===== config.mk =====
export PLATFORM = sky130hd
export DESIGN_NAME = pipe_ctrl
export DESIGN_NICKNAME = d
export VERILOG_FILES = /design/src/rtl/pipe_ctrl.sv
export SDC_FILE = /design/constraint.sdc
export NUM_CORES = 1
export LEC_CHECK = 0
export BUFFER_PORTS_ARGS = -buffer_cell sky130_fd_sc_hd__clkbuf_2
export CAP_MARGIN = 20
export CORE_MARGIN = 3
export CORE_UTILIZATION = 32
export DETAILED_ROUTE_END_ITERATION = 6
export GPL_TIMING_DRIVEN = 1
export PLACE_DENSITY = 0.91
export REMOVE_ABC_BUFFERS = 1
export SYNTH_ARGS = -nofsm -noshare
export SYNTH_HDL_FRONTEND = slang
export SYNTH_SLANG_ARGS = --single-unit

===== constraint.sdc =====
create_clock -name clk -period 2.08 [get_ports clk]
set_input_delay 0.416 -clock clk [delete_from_list [all_inputs] [get_ports clk]]
set_output_delay 0.416 -clock clk [all_outputs]
set_load 0.005 [all_outputs]

===== src/rtl/pipe_ctrl.sv =====
// Pipeline stall/flush controller: per-register load/bubble controls, load-use and fetch-kill.
// Optional performance counters are enabled by defining PIPE_CTRL_PERF_EN.
module pipe_ctrl #(
    parameter int unsigned NUM_STAGES = 5,
    parameter int unsigned MEM_STAGE  = 3,
    parameter int unsigned BR_STAGE   = 3,
    parameter int unsigned CNT_W      = 32
) (
    input  logic                  clk,
    input  logic                  rst,
    input  logic                  imem_read,
    input  logic                  imem_resp,
    input  logic                  dmem_access,
    input  logic                  dmem_resp,
    input  logic                  redirect,
    input  logic                  ex_is_load,
    input  logic [4:0]            ex_rd,
    input  logic [4:0]            id_rs1,
    input  logic [4:0]            id_rs2,
    input  logic                  id_use_rs1,
    input  logic                  id_use_rs2,
    output logic                  load_pc,
    output logic [NUM_STAGES-2:0] stage_load,
    output logic [NUM_STAGES-2:0] stage_flush,
    output logic                  imem_discard,
    output logic [CNT_W-1:0]      perf_cycles,
    output logic [CNT_W-1:0]      perf_stalls,
    output logic [CNT_W-1:0]      perf_flushes
);

    localparam int unsigned NumRegs = NUM_STAGES - 1;

    typedef enum logic [0:0] {FRun, FKill} fetch_state_e;

    fetch_state_e state_q, state_d;
    logic         redir_pend_q, redir_pend_d;
    logic         dstall, lu, redir_eff, istall;
    logic         flush_evt;

    assign dstall    = dmem_access & ~dmem_resp;
    assign lu        = ex_is_load & (ex_rd != 5'd0) &
                       ((id_use_rs1 & (id_rs1 == ex_rd)) | (id_use_rs2 & (id_rs2 == ex_rd)));
    assign redir_eff = redirect | redir_pend_q;

    // Outstanding wrong-path fetch: its response must not reach IF.
    assign imem_discard = rst & (state_q == FKill) & imem_resp;
    assign istall       = ~imem_resp | imem_discard;

    always_comb begin
        load_pc      = 1'b0;
        stage_load   = '1;
        stage_flush  = '0;
        state_d      = state_q;
        redir_pend_d = redir_pend_q;
        flush_evt    = 1'b0;

        if ((state_q == FKill) && imem_resp) begin
            state_d = FRun;
        end

        if (!rst) begin
            stage_flush = '1;
        end else if (dstall) begin
            // Hold everything up to MEM, bubble the register behind it.
            for (int unsigned i = 0; i < NumRegs; i++) begin
                if (i < MEM_STAGE) begin
                    stage_load[i] = 1'b0;
                end else if (i == MEM_STAGE) begin
                    stage_flush[i] = 1'b1;
                end
            end
            if (redirect) begin
                redir_pend_d = 1'b1;
            end
        end else if (redir_eff) begin
            load_pc = 1'b1;
            for (int unsigned i = 0; i < NumRegs; i++) begin
                if (i < BR_STAGE) begin
                    stage_flush[i] = 1'b1;
                end
            end
            redir_pend_d = 1'b0;
            flush_evt    = 1'b1;
            if ((state_q == FRun) && imem_read && !imem_resp) begin
                state_d = FKill;
            end
        end else if (lu) begin
            stage_load[0]  = 1'b0;
            stage_flush[1] = 1'b1;
        end else if (istall) begin
            stage_flush[0] = 1'b1;
        end else begin
            load_pc = 1'b1;
        end
    end

    always_ff @(posedge clk) begin
        if (!rst) begin
            state_q      <= FRun;
            redir_pend_q <= 1'b0;
        end else begin
            state_q      <= state_d;
            redir_pend_q <= redir_pend_d;
        end
    end

`ifdef PIPE_CTRL_PERF_EN
    localparam logic [CNT_W-1:0] CntOne = CNT_W'(1);

    logic [CNT_W-1:0] cycles_q, stalls_q, flushes_q;

    always_ff @(posedge clk) begin
        if (!rst) begin
            cycles_q  <= '0;
            stalls_q  <= '0;
            flushes_q <= '0;
        end else begin
            cycles_q <= cycles_q + CntOne;
            if (!load_pc) begin
                stalls_q <= stalls_q + CntOne;
            end
            if (flush_evt) begin
                flushes_q <= flushes_q + CntOne;
            end
        end
    end

    assign perf_cycles  = cycles_q;
    assign perf_stalls  = stalls_q;
    assign perf_flushes = flushes_q;
`else
    logic unused_flush_evt;
    assign unused_flush_evt = flush_evt;

    assign perf_cycles  = '0;
    assign perf_stalls  = '0;
    assign perf_flushes = '0;
`endif

endmodule


# Word level (Yosys, flattened, before mapping)
# Index checks and enable logic that the tools add are counted.
# totals
inputBits	25
elab_cells	50
output_inout_bits	106
ff_bits	2
# op_classes
eq_ne	3
n_bitwise	13
n_reduce_logical	7
mux	25
# ops
cell	n
1-bit 2-to-1 mux	20
5-bit equality test	2
1-bit bitwise AND	7
3-bit 2-to-1 mux	2
5-bit nonzero test	1
2-bit 2-to-1 mux	2
4-bit 2-to-1 mux	1
1-bit logical AND	3
1-bit NOT	3
1-bit bitwise OR	3
2-bit inequality test (second input constant)	1
2-bit AND reduction	1
2-bit nonzero test	1
1-bit zero test	1

# Logic depth before layout (Yosys ltp)
# Gate-level depths: netlist of the first run.
# logic_depth
word_depth	8
depth_mapped	5
ltp_nobuf	5

# Worst setup path before layout of the first run
# OpenSTA, ideal clock, no wires.
# synth_timing
path_type	input to output
from	in ex_rd[1]
to	out stage_flush[0]
path_buffers	0
required_ns	1.664
slack_ns	0.296
arrival_ns	1.368
path_stages	4
path_cell_list	or4_1 o21ai_2 o21bai_1 a31oi_1
# synth_via
elab_chain_len	8
# synth_lines
item	line_no	source
start: declaration	17	input logic [4:0] ex_rd,
5-bit equality test	42	((id_use_rs1 & (id_rs1 == ex_rd)) | (id_use_rs2 & (id_rs2 == ex_rd)));
1-bit bitwise AND	42	
1-bit bitwise OR	42	
1-bit bitwise AND *	41	assign lu = ex_is_load & (ex_rd != 5'd0) &
1-bit 2-to-1 mux *	87	end else if (lu) begin
2-bit 2-to-1 mux *	75	end else if (redir_eff) begin
3-bit 2-to-1 mux *	63	end else if (dstall) begin
4-bit 2-to-1 mux *	61	if (!rst) begin
end: declaration	24	output logic [NUM_STAGES-2:0] stage_flush,
# Every way passes the cells marked *; elsewhere a longest branch is shown, timed or not.

# Worst setup path after layout of the first run
# layout_timing
from	in ex_rd[4]
to	out stage_flush[0]
# Same word-level chain as after synthesis.

==> results of run 1 <==
[placed cells by master, fill, tap and decap left out, types with 3 or more instances in the layout]
master / n
nor2_1: 3
conb_1: 97
buf_2: 3
nor2b_1: 3
clkbuf_2: 25
xor2_1: 8
clkbuf_4: 3
[report_power, final]
| group | leakage [µW] | internal [µW] | switching, µW |
|---|---|---|---|
| combinational | 0.000553 | 49.1 | 81.8 |
| sequential | 0.0000163 | 39.9 | 0.601 |
| clock | 0.0000138 | 63.3 | 18.1 |
| total | 0.000583 | 152 | 101 |
[layout make-up]
type                    count  area [µm²]
repair buffers             34         208
inverters                   2        7.51
multi-input cells         131         608
well taps                  42        52.6
clock buffers               3        22.5
fillers                   316        1960
flip-flops and latches      2        40.0
[worst max-delay path, cell delays in order]
cell and delay, ns:
buf_8 0.10, or4_4 0.54, o21ai_4 0.20, o21bai_1 0.08
a31oi_1 0.14, buf_2 0.13
[kinds of logic (layout without fill, tap and decap cells)]
family	Yosys count	count (layout)	share of synthesized area (%)
flops	2	2	3.91
buf+inv	100	39	72.6
other cells	2	97	0.734
simple gates	15	15	8.44
compound gates	9	9	5.75
xor+xnor	10	10	8.56
[flip-flops by register name, indices dropped and copies added (netlist names)]
| name | flops |
|---|---|
| redir_pend_q | 1 |
| state_q | 1 |
[what timing repair did]
action | CTS | global route
buffers inserted | 0 | 1
resized for setup | 2 | 19
pin swaps | 0 | 9
endpoints found under the setup margin | 1 | 4
[worst paths after layout]
check                from             end  slack [ns]  depth (start not counted)
min             imem_resp         state_q        0.39                          2
max              ex_rd[4]  stage_flush[0]        0.06                          6
max reg2reg  redir_pend_q         state_q        1.16                          4
min reg2reg  redir_pend_q    redir_pend_q        0.52                          2
[stage by stage]
step / instances / setup TNS [ns] / area [µm²] / total power [µW]
2_1_floorplan: 135 / 0 / 644 / 112
3_3_place_gp: 210 / 0 / 862 / 154
3_5_place_dp: 210 / -0.00574 / 862 / 155
4_1_cts: 213 / 0 / 896 / 243
5_1_grt: 214 / -0.0261 / 938 / 279
6_report: 214 / 0 / 938 / 253
[routing by layer]
metal	wire length [µm]	part of all wire (%)	vias up	track usage (%)
met1	369	22	283	4.39
met2	949	57	76	12.8
met3	346	21	0	3.60
met5	0	0	-	0
met4	0	0	0	1.65
li1	-	-	306	-
==> results.toml, run 1 <==
[outcome]
status = "finished clean"

[final_layout]
drive_above_1_share_pct = 22.7
area_growth_pct = -8.31
utilization_pct = 32.4
insertedDiodeCount = 0
nNetsFinal = 199

[clock_tree]
h-tree-depth = 1
cts_tree = "done"
clockRootBuffer = "clkbuf_4"
ctsHoldBuffers = 0
clock_latency_ns = 0.22
cts_buffers = 3
clk_pin_slew_ns = 0.03
clock_sinks = 2
clock_path_buffers = 2

[sta]
hold_ws_ns = 0.386
slew_viol_final = 0
period_share_pct = 96.9
final-setup-viol-count = 0
hold_violations = 0
period_needed_ns = 2.02
max_freq_ghz = 0.496
skew_ns = 0.00143
rsz0062_at_grt = "yes"
setup_slack_ns = 0.0644

[setup_path]
cp.arrival_ns = 1.60
crit_type = "in -> out"
crit_fanout = 4
end_kind = "output port"
startpoint_type = "input pin"
required_ns = 1.66

[die]
rows = 19
fp.dieW_um = 62.6
start_util_pct = 35.3
die-area_um2 = 3910
fp.coreArea_um2 = 2900
pin_count = 131
die_y_um = 62.6

[global_routing]
antenna_found_initial = 0
grt_max_degree = 7
grt_pass1_wl_um = 2010
grt_pass1_vias = 467
grtUsageTotal_pct = 6.09
overflow = 0

[synth]
ys_ff_latch = 2
yosysTopAreaCellShare_pct = 71.9
netlist_area_um2 = 1020
synth_edf_count = 0
synthCells = 138
synth_top_cells_by_count = "98 x buf_4, 8 x xor2_1, 3 x nor2_1, 3 x nor2b_1"
synth_flop_cell = "dfxtp_1"
seq_area_frac_synth_pct = 3.91
async_flop_share_pct = 0
yosys.area.top_type = "buf_4"
synth.distinct_cells = 23
yosysMostFrequentCell = "buf_4"
synth_area_per_cell_um2 = 7.42
synth-warning-count = 0
netlist_top_cells_area = "buf_4 72%, xor2_1 6.8%, dfxtp_1 3.9%"

[routing]
vias = 665
drt-total-wl_um = 1670
drc_errors = 0
first_iter_violations = 23
ant_nets = 0
routedWlPerCell_um = 7.78
first_pass_iters = 4
via_per_inst = 3.11

[pwr]
leakagePower_uw = 0.000583
power_density_nw_per_um2 = 269
vdd_drop_max_mv = 0.120

[placement]
routabilityCongestion = 0.767
post-place-ws_ns = -0.00574
port_buffers = 33
hpwlAfterDp_um = 1500

[flow_run]
cap_violations = 0

[hold_path]
hold_class = "in -> reg"
No activity file was read; power rests on OpenSTA's default activity.
==> run 2: changes to the inputs <==
--- a/config.mk
+++ b/config.mk
@@ -13,6 +13,8 @@
 export GPL_TIMING_DRIVEN = 1
 export PLACE_DENSITY = 0.91
 export REMOVE_ABC_BUFFERS = 1
+export SETUP_SLACK_MARGIN = 0.4
+export SLEW_MARGIN = 0
 export SYNTH_ARGS = -nofsm -noshare
 export SYNTH_HDL_FRONTEND = slang
 export SYNTH_SLANG_ARGS = --single-unit
==> constraint.sdc (replaced) <==
create_clock -name clk -period 2.08 [get_ports clk]
set_input_delay 0.208 -clock clk [delete_from_list [all_inputs] [get_ports clk]]
set_output_delay 0.208 -clock clk [all_outputs]
set_load 0.005 [all_outputs]
==> run 2 against run 1 <==
Clock skew is 0.0023 ns higher. Worst setup slack better by 0.39 ns. Cell area is 3.1% lower. Die area stayed put. Critical path type unchanged. Core utilization is 0.99 points lower. Sequential cell count stayed put. First-iteration DRC count is 4.3% higher. Routed wire length is 2.2% lower. Maximum frequency is 24% higher. Critical path depth stayed put. Total power is 0.45% higher.
==> results.toml, run 2 (same netlist as run 1, synthesis figures left out) <==
[outcome]
status = "finished clean"

[setup_path]
end_kind = "output port"
cp.arrival_ns = 1.42
required_ns = 1.87
crit_fanout = 4
crit_type = "in -> out"
startpoint_type = "input pin"

[clock_tree]
h-tree-depth = 1
cts_resized = 0
post-cts-setup-buffers = 0
cts_tree = "done"
clockRootBuffer = "clkbuf_4"
clk_pin_slew_ns = 0.03
clock_path_buffers = 2
clock_sinks = 2
cts_buffers = 3
clock_latency_ns = 0.23
ctsHoldBuffers = 0

[die]
pin_count = 131
fp.dieW_um = 62.6
die_y_um = 62.6
fp.coreArea_um2 = 2900
start_util_pct = 35.3
rows = 19
die-area_um2 = 3910

[sta]
skew_ns = 0.00377
period_share_pct = 78.3
hold_violations = 0
max_freq_ghz = 0.614
hold_ws_ns = 0.170
final-setup-viol-count = 0
finalSetupTns_ns = 0
rsz0062_at_grt = "yes"
period_needed_ns = 1.63
slew_viol_final = 0

[pwr]
clock_power_share_pct = 34.8
seq_power_share_pct = 15.9
p_sw_uw = 108
combPwrFrac_pct = 49.3
power_density_nw_per_um2 = 279
leakagePower_uw = 0.000572
internal_power_uw = 146
swShare_pct = 42.6
vdd_drop_max_mv = 0.131

[global_routing]
grt_max_degree = 7
overflow = 0
grt_pass1_wl_um = 2050
antenna_found_initial = 0
grt_pass1_vias = 482
grtUsageTotal_pct = 6.32

[placement]
hpwlAfterDp_um = 1520
dpl_cell_area_um2 = 862
port_buffers = 33
routabilityCongestion = 0.761
dp.cells = 210

[final_layout]
reg_top3 = "redir_pend_q: 1 flops, state_q: 1 flops"
final_common_cell = "conb_1"
area_growth_pct = -11.1
utilization_pct = 31.4
instances_no_fill = 213
nNetsFinal = 198
fillCellCount = 323
insertedDiodeCount = 0
layout_common_cells = "97 x conb_1, 32 x clkbuf_2, 8 x xor2_1"
stdcell_area_um2 = 910
drive_above_1_share_pct = 23.4

[routing]
drt-total-wl_um = 1630
first_pass_iters = 2
vias = 662
routedWlPerCell_um = 7.65
via_per_inst = 3.11
drc_errors = 0
ant_nets = 0
first_iter_violations = 24

[hold_path]
hold_class = "in -> reg"

[flow_run]
cap_violations = 0
run 2: changes by cell type in the layout (fill, tap and decap cells not counted), moves of 2 or more:
cell / before / now
buf_6: 2 / 0
buf_8: 2 / 0
buf_4: 2 / 0
clkbuf_2: 25 / 32
buf_2: 3 / 1
run 2: critical path, cell delays in order:
cell and delay, ns:
clkbuf_2 0.11, or4_4 0.55, o21ai_4 0.19, o21bai_1 0.09, a31oi_1 0.13, buf_2 0.13
run 2: layout make-up:
cell class              instances  area, µm²  area share (%)
clock buffers                   3       22.5            2.48
well taps                      42       52.6            5.78
multi-input cells             131        622            68.4
repair buffers                 33        165            18.2
flip-flops and latches          2       40.0            4.40
inverters                       2       7.51           0.825
run 2: power by group through the flow:
stage	logic [µW]	registers, µW	clock network, µW
floorplan	71.4	40.8	0
global placement	113	40.9	0
detailed placement	114	40.9	0
CTS	114	40.4	93.7
global route	142	40.5	102
finish	125	40.5	88.4
run 2: path summary, 6_finish.rpt:
check                from  slack (ns)              to  depth (start not counted)
max              ex_rd[1]        0.45  stage_flush[0]                          6
min             imem_resp        0.17         state_q                          2
max reg2reg  redir_pend_q        1.15         state_q                          4
min reg2reg  redir_pend_q        0.50    redir_pend_q                          2
run 2: stage by stage:
stage | power (µW) | setup WS, ns
after floorplan | 112 | 0.712
after global placement | 154 | 0.419
after detailed placement | 155 | 0.405
after CTS | 248 | 0.404
after global routing | 284 | 0.383
final | 254 | 0.451
run 2: metal layers:
layer	wire, µm	share of wire, %	global-route usage [%]	up-vias
met5	0	0	0	-
met4	8	0.49	3.58	0
met3	353	22	3.96	2
met2	899	55	12.1	78
met1	368	23	4.60	279
li1	-	-	-	303
==> run 3: changes to the inputs <==
==> constraint.sdc (replaced) <==
create_clock -name clk -period 1.55 [get_ports clk]
set_input_delay 0.155 -clock clk [delete_from_list [all_inputs] [get_ports clk]]
set_output_delay 0.155 -clock clk [all_outputs]
set_load 0.005 [all_outputs]
==> run 3 against run 2 <==
First-iteration DRC count down 17%. Sequential share of layout area is 0.28 points lower. Total power rose by 40%. Clock skew decreased by 0.0024 ns. Die area unchanged. Cell area is 6.7% higher. Non-clock buffer count grew 2. Routed wire length up 14%.
==> results.toml, run 3 (same netlist as run 1, synthesis figures left out) <==
[die]
pin_count = 131
die-area_um2 = 3910
fp.dieW_um = 62.6
fp.coreArea_um2 = 2900
rows = 19
start_util_pct = 35.3
die_y_um = 62.6

[pwr]
swShare_pct = 41.2
internal_power_uw = 209
seq_power_share_pct = 15.3
combPwrFrac_pct = 54.0
power_density_nw_per_um2 = 366
vdd_drop_max_mv = 0.162
p_sw_uw = 146
clock_power_share_pct = 30.7
leakagePower_uw = 0.000594

[setup_path]
critPathTopFamily = "compound AO/OA/AOI/OAI gates"
required_ns = 1.39
cp.arrival_ns = 1.36
crit_fanout = 4
slowest_delay_ns = 0.33
crit_type = "in -> out"
startpoint_type = "input pin"
end_kind = "output port"
path_buf_inv = 2
crit_chain = "buf_6 > xor2_1 > nor4_2 > a32oi_2 > o31ai_1 > buf_2"
cpMaxStageDelayCell = "nor4_2"

[routing]
via_per_inst = 3.14
ant_nets = 0
first_iter_violations = 20
vias = 675
first_pass_iters = 2
routedWlPerCell_um = 8.62
drt-total-wl_um = 1850
drc_errors = 0

[global_routing]
grtUsageTotal_pct = 6.28
overflow = 0
antenna_found_initial = 0
grt_max_degree = 7
grt_pass1_vias = 477
grt_pass1_wl_um = 2060

[clock_tree]
cts_tree = "done"
clock_sinks = 2
h-tree-depth = 1
clockRootBuffer = "clkbuf_4"
clk_pin_slew_ns = 0.03
cts_buffers = 3
clock_latency_ns = 0.22
clock_path_buffers = 2

[final_layout]
final_common_cell = "conb_1"
fillCellCount = 311
reg_top3 = "redir_pend_q: 1 flops, state_q: 1 flops"
multi_input_area_um2 = 631
area_growth_pct = -5.13
drive_above_1_share_pct = 25.4
layout_common_cells = "97 x conb_1, 25 x clkbuf_2, 8 x xor2_1"
stdcell_area_um2 = 971
utilization_pct = 33.5
nNetsFinal = 200
insertedDiodeCount = 0
seq_area_um2 = 40.0

[outcome]
status = "finished clean"

[sta]
final-setup-viol-count = 0
period_needed_ns = 1.51
period_share_pct = 97.7
slew_viol_final = 0
skew_ns = 0.00139
hold_violations = 0
max_freq_ghz = 0.660
rsz0062_at_grt = "yes"

[placement]
dpl_cell_area_um2 = 862
hpwlAfterDp_um = 1500
port_buffers = 33
routabilityCongestion = 0.767

[flow_run]
cap_violations = 0

[hold_path]
hold_class = "in -> reg"
## run 3: changes by cell type in the layout (fill, tap and decap cells not counted), sizes merged
cell	before	now
clkbuf	35	29
buf	1	9
## run 3: routing by layer
layer  track usage, %  vias to the layer above  wire length, µm
met5                0                        -                0
met4             1.65                        0               19
met3             3.60                        2              331
met2             13.6                       76             1090
met1             4.29                      288              409
li1                 -                      309                -
## run 3: what timing repair did
action	4_1_cts	5_1_grt
hold buffers	0	0
pin swaps	6	10
setup buffers	1	1
gates resized for setup	5	18
endpoints found under the setup margin	5	5
hold endpoints to repair	0	0
## run 3: final timing paths
path | start | to | slack (ns) | depth (start not counted)
setup / recovery | id_rs2[0] | stage_flush[1] | 0.04 | 6
hold / removal | imem_resp | state_q | 0.13 | 2
setup reg to reg | redir_pend_q | state_q | 0.69 | 4
hold reg to reg | state_q | state_q | 0.53 | 2
## run 3: power by group through the flow
stage               clock network, µW  logic (µW)  registers (µW)
global placement                    0         151            54.9
global route                      123         213            54.6
detailed placement                  0         153            54.9
CTS                               116         161            54.5
floorplan                           0        95.8            54.8
finish                            109         192            54.5
## run 3: cell type report
class / instances / share of cell area [%]
Clock buffer: 3 / 2.32
Multi-Input combinational cell: 131 / 64.9
Tap cell: 42 / 5.41
Timing Repair Buffer: 35 / 22.4
Sequential cell: 2 / 4.12
Inverter: 2 / 0.773
## run 3: stage by stage
stage	setup TNS, ns	total power (µW)	hold slack, ns	worst slack [ns]	instances
after floorplan	0	151	0.231	0.288	135
after global placement	-0.00411	206	0.344	-0.00411	210
after detailed placement	-0.0137	208	0.346	-0.0137	210
after CTS	0	332	0.115	0.0122	214
after global routing	-0.133	390	0.136	-0.0963	215
final	0	355	0.126	0.0358	215
